## src/rtl/seg_scanner.sv

```systemverilog
// Four-digit multiplexed seven-segment driver with frame-aligned double buffering.
// The FASTCLK toggle is treated purely as a step event sampled on CLOCK.

module seg_lane (
    input  logic [3:0] nib,
    input  logic       dpen,
    output logic [6:0] seg,
    output logic       nz
);
    // nz marks a digit that must stay lit and stops leading-zero blanking below it
    assign nz = (nib != 4'h0) || dpen;

    always_comb begin
        seg = 7'h7F;
        case (nib)
            4'h0: seg = 7'h40;
            4'h1: seg = 7'h79;
            4'h2: seg = 7'h24;
            4'h3: seg = 7'h30;
            4'h4: seg = 7'h19;
            4'h5: seg = 7'h12;
            4'h6: seg = 7'h02;
            4'h7: seg = 7'h78;
            4'h8: seg = 7'h00;
            4'h9: seg = 7'h10;
            4'hA: seg = 7'h08;
            4'hB: seg = 7'h03;
            4'hC: seg = 7'h46;
            4'hD: seg = 7'h21;
            4'hE: seg = 7'h06;
            4'hF: seg = 7'h0E;
            default: seg = 7'h7F;
        endcase
    end
endmodule

module seg_scanner #(
    parameter bit LZ_BLANK = 1'b1
) (
    input  logic        CLOCK,
    input  logic        RESET,
    input  logic        FASTCLK,
    input  logic [15:0] VALUE,
    input  logic [3:0]  DP,
    input  logic        LOAD,
    input  logic        BLANK,
    output logic [3:0]  an,
    output logic [6:0]  seg,
    output logic        dp,
    output logic        frame
);
    localparam int NUM_DIG = 4;

    logic                        fq;
    logic                        step;
    logic                        wrap;
    logic [1:0]                  digit;
    logic [15:0]                 pv;
    logic [15:0]                 av;
    logic [3:0]                  pd;
    logic [3:0]                  ad;
    logic                        pvalid;
    logic [1:0]                  vld_pipe;
    logic [NUM_DIG-1:0][3:0]     nib;
    logic [NUM_DIG-1:0][6:0]     dseg;
    logic [NUM_DIG-1:0]          nz;
    logic [NUM_DIG-1:0]          blank;

    assign step = FASTCLK ^ fq;
    assign wrap = step && (digit == 2'd3);
    assign nib  = av;

    genvar g;
    generate
        for (g = 0; g < NUM_DIG; g++) begin : g_lane
            seg_lane u_lane (
                .nib  (nib[g]),
                .dpen (ad[g]),
                .seg  (dseg[g]),
                .nz   (nz[g])
            );
            // a digit is dark only if it and every digit above it are zero with no DP
            if (g == 0) begin : g_d0
                assign blank[g] = 1'b0;
            end else begin : g_dn
                assign blank[g] = LZ_BLANK & ~|nz[NUM_DIG-1:g];
            end
        end
    endgenerate

    always_ff @(posedge CLOCK or posedge RESET) begin
        if (RESET) begin
            fq     <= 1'b0;
            digit  <= 2'd0;
            pv     <= '0;
            pd     <= '0;
            pvalid <= 1'b0;
            av     <= '0;
            ad     <= '0;
        end else begin
            fq <= FASTCLK;
            if (step)
                digit <= digit + 2'd1;
            // a LOAD coinciding with the transfer refills pending after it drains
            if (LOAD) begin
                pv     <= VALUE;
                pd     <= DP;
                pvalid <= 1'b1;
            end else if (wrap && pvalid) begin
                pvalid <= 1'b0;
            end
            if (wrap && pvalid) begin
                av <= pv;
                ad <= pd;
            end
        end
    end

    // frame is delayed twice so it lines up with the first display of new digit-0 data
    always_ff @(posedge CLOCK or posedge RESET) begin
        if (RESET) begin
            vld_pipe <= '0;
            an       <= 4'hF;
            seg      <= 7'h7F;
            dp       <= 1'b1;
        end else begin
            vld_pipe <= {vld_pipe[0], wrap};
            if (BLANK || blank[digit]) begin
                an  <= 4'hF;
                seg <= 7'h7F;
                dp  <= 1'b1;
            end else begin
                an  <= ~(4'b0001 << digit);
                seg <= dseg[digit];
                dp  <= ~ad[digit];
            end
        end
    end

    assign frame = vld_pipe[1];
endmodule

```

## config.mk

```make
export PLATFORM = sky130hd
export DESIGN_NAME = seg_scanner
export DESIGN_NICKNAME = d
export VERILOG_FILES = /design/src/rtl/seg_scanner.sv
export SDC_FILE = /design/constraint.sdc
export NUM_CORES = 1
export LEC_CHECK = 0
export CORE_MARGIN = 1
export CORE_UTILIZATION = 65
export DETAILED_ROUTE_END_ITERATION = 10
export DONT_BUFFER_PORTS = 1
export PLACE_DENSITY = 0.82
export SLEW_MARGIN = 20
export SYNTH_ARGS = -nofsm -noshare
export SYNTH_HDL_FRONTEND = slang
export SYNTH_SLANG_ARGS = --single-unit
```

## constraint.sdc

```tcl
create_clock -name CLOCK -period 4.8 [get_ports CLOCK]
set_clock_uncertainty 0.05 [all_clocks]
set_input_delay 1.2 -clock CLOCK [delete_from_list [all_inputs] [get_ports CLOCK]]
set_output_delay 1.2 -clock CLOCK [all_outputs]
set_load 0.005 [all_outputs]
```

==> flow_summary_export.csv <==
group,metric,value,unit
floorplanning,dieArea,5560,sq um
cts,cts.clk_slew.worst_paths,60,ps
floorplanning,dieWidth,74.6,um
final_layout,diodes,0,
drt,via_per_inst,6.12,
synthesis,synth_ff_type,"dfrtp_1",
critical_path,path_class,"in -> reg",
global_route,grt_pass1_wl,10.0,mm
floorplanning,core_area,5070,sq um
min_path,hold_depth,0,
drt,ant_nets,0,
critical_path,rrSetupSlack,2570,ps
final_layout,n_fill_cell,378,
power,cellPowerDensity,679,nW/um^2
placed_design,place_inst,333,
global_route,grt_usage,25.0,%
global_route,grt_antenna_before_repair,0,
cts,cts_resized,0,
cts,cts_setup_buffers,0,
synthesis,synth_edf_count,0,
sta,finalCritPeriodShare,47.4,%
min_path,min_from,"vld_pipe[0]$_DFF_PP0_",
drt,vias,2130,
final_layout,seq_area,1470,sq um
synthesis,async_reset_ff_share,100,%
final_layout,final_cells,348,
cts,hold_buffers,0,
critical_path,r2r-end,"av[14]$_DFFE_PP0P_",
critical_path,critPathMaxStageDelay,440,ps
synthesis,synth_fp_nets,330,
synthesis,yosys_warnings,0,
power,p_leak,0.00162,uW
floorplanning,start_util,67.5,%
placed_design,port_buffers,0,
critical_path,r2r_cells,5,
sta,maxSlewViolCount,0,
critical_path,worstPathRequired,4960,ps
critical_path,cp-start-kind,"input port",
drt,wl_per_cell,17.0,um
critical_path,path_cells,"xor2_2, nand2_1, inv_2, nand2_2, mux2_4",
final_layout,finalCoreUtilization,71.3,%
critical_path,path_max_fanout,20,
critical_path,r2r-start,"digit[1]$_DFFE_PP0P_",
final_layout,syn2layout_area_growth,5.66,%
min_path,hold_end,"vld_pipe[1]$_DFF_PP0_",
sta,worstMarginPinSlew,680,ps
power,vdd_drop_max,0.302,mV
final_layout,multi_input_area,1790,sq um
floorplanning,fp.dieH,74.6,um
cts,cts_buffers,9,
drt,initialDrtViolationCount,167,
cts,cts_root_buf,"clkbuf_8",
synthesis,avgSynthCellArea,12.2,sq um
synthesis,netlist_instances,280,
drt,drtPass1Iterations,4,
synthesis,synth_area,3430,sq um
sta,setup_viol,0,
run_status,outcome,"completed",
cts,cts_tree,"built",
sta,layout_min_cycle_time,2280,ps
critical_path,cpMaxStageDelayCell,"mux2_4",
sta,slew_headroom,54.7,%
final_layout,nets,324,
cts,clockBufferDepth,2,
sta,hold_viol,0,
synthesis,ys_types,50,
cts,htreeDepth,3,
cts,cts_sinks,58,
sta,fin_setup_tns,0,ps
cts,insertion_delay,330,ps
sta,grt_setup_unrepaired,"false",
global_route,grt.overflow.total,0,
flow_run,max-cap-violations,0,
sta,fmax,439,MHz
synthesis,synth-seq-area-share,42.8,%
synthesis,synth_top_cell_by_area,"dfrtp_1",
critical_path,arrival,2440,ps
drt,finalWirelength,5.91,mm
final_layout,layout-drive-gt1-share,28.8,%
placed_design,place.gp.congestion,0.860,
placed_design,dp_hpwl,4.12,mm
global_route,grt_max_degree,59,
drt,drc,0,
synthesis,synth_top_area_share,33.6,%
synthesis,ys_ff_latch,58,
critical_path,end_kind,"flop",
min_path,min_path_type,"reg -> reg",
global_route,grt_pass1_vias,2025,
floorplanning,row_count,26,
synthesis,synth_area_leaders,"dfrtp_1 34%, dfstp_2 9.2%, ha_1 9.1%",
floorplanning,boundaryPins,38,
-- layout make-up --
class                      count  share of cell area [%]
clock inverter                 2                   0.968
clock buffer                  13                    4.67
multi-input combinational    187                    49.5
sequential                    58                    40.5
tap                           70                    2.42
inverter                      18                    1.94
-- worst max path at each step --
stage               slack [ps]                  from            endpoint  cells after the start
floorplan                 2140                 RESET   ad[0]$_DFFE_PP0P_                      1
global placement          2250               FASTCLK  av[14]$_DFFE_PP0P_                      5
detailed placement        2180               FASTCLK   av[3]$_DFFE_PP0P_                      5
CTS                       2530               FASTCLK  av[14]$_DFFE_PP0P_                      5
global route              2380  digit[1]$_DFFE_PP0P_  av[10]$_DFFE_PP0P_                      5
finish                    2520               FASTCLK  av[14]$_DFFE_PP0P_                      5
-- cells in the mapped netlist (6+ instances only) --
master / count
o21ai_0: 6
clkbuf_1: 7
nor2b_1: 11
dfstp_2: 12
inv_1: 16
ha_1: 25
mux2_2: 23
nand3_1: 7
dfrtp_1: 46
mux2_4: 20
nor2_1: 6
mux2i_1: 12
nand2_1: 10
-- cell families after synthesis --
group                    count (synthesis)  share of synthesized area, %
multiplexers                            64                          24.9
AO/OA/AOI/OAI                           44                          9.39
buffers and inverters                   35                          4.89
XOR/XNOR                                 2                         0.731
AND/OR/NAND/NOR                         52                          8.18
flip-flops                              58                          42.8
adder cells (fa/ha/maj)                 25                          9.13
-- through the flow --
step           cell area (sq um)  power [uW]  setup slack, ps  hold slack (ps)
3_3_place_gp                3410        1950             2250              350
5_1_grt                     3620        2640             2380              375
3_5_place_dp                3410        1990             2180              347
6_report                    3620        2460             2520              375
2_1_floorplan               3430        1790             2140              281
4_1_cts                     3620        2460             2530              377
-- routing by layer --
metal,track usage (%),vias to the layer above,wire (um)
met5,0,-,0
met4,12.2,0,149
met3,5.56,15,361
met2,36.6,81,2730
met1,35.1,1037,2670
li1,-,997,-
-- state kept, by name, indices dropped and copies added, names as in the netlist --
name / flops
av: 16
pv: 16
pvalid: 1
ad: 4
dp: 1
seg: 7
vld_pipe: 2
fq: 1
an: 4
pd: 4
digit: 2
-- power by group --
group | total (uW) | switching, uW | leakage [uW] | internal, uW
logic | 1040 | 449 | 0.000846 | 589
registers | 964 | 292 | 0.000671 | 672
clock network | 455 | 177 | 0.000106 | 279
total | 2460 | 918 | 0.00162 | 1540
-- worst max-delay path: cells and delay by family --
family        cells  cell delay [ps]
buf+inv           1               80
mux               1              440
xor+xnor          1              200
simple gates      2              500
-- placed cells by master (no fill, tap or decap), types with 2 or more instances in the layout --
cell	instances
dfrtp_1	46
ha_1	25
mux2_2	23
mux2_4	20
inv_1	15
mux2i_1	12
dfstp_2	12
clkbuf_8	12
nor2b_1	11
nand2_1	10
nand3_1	7
o21ai_0	6
nor2_1	6
nand2b_1	5
mux4_2	5
nor3_1	4
a21oi_1	4
o2111ai_1	4
a22oi_1	4
nand3b_1	3
o32ai_1	3
o22ai_1	3
a31oi_1	3
mux2_1	3
a21o_1	2
o31ai_1	2
nor3b_1	2
o211ai_1	2
a221oi_1	2
Note: power is estimated with default switching activity, not from simulation.
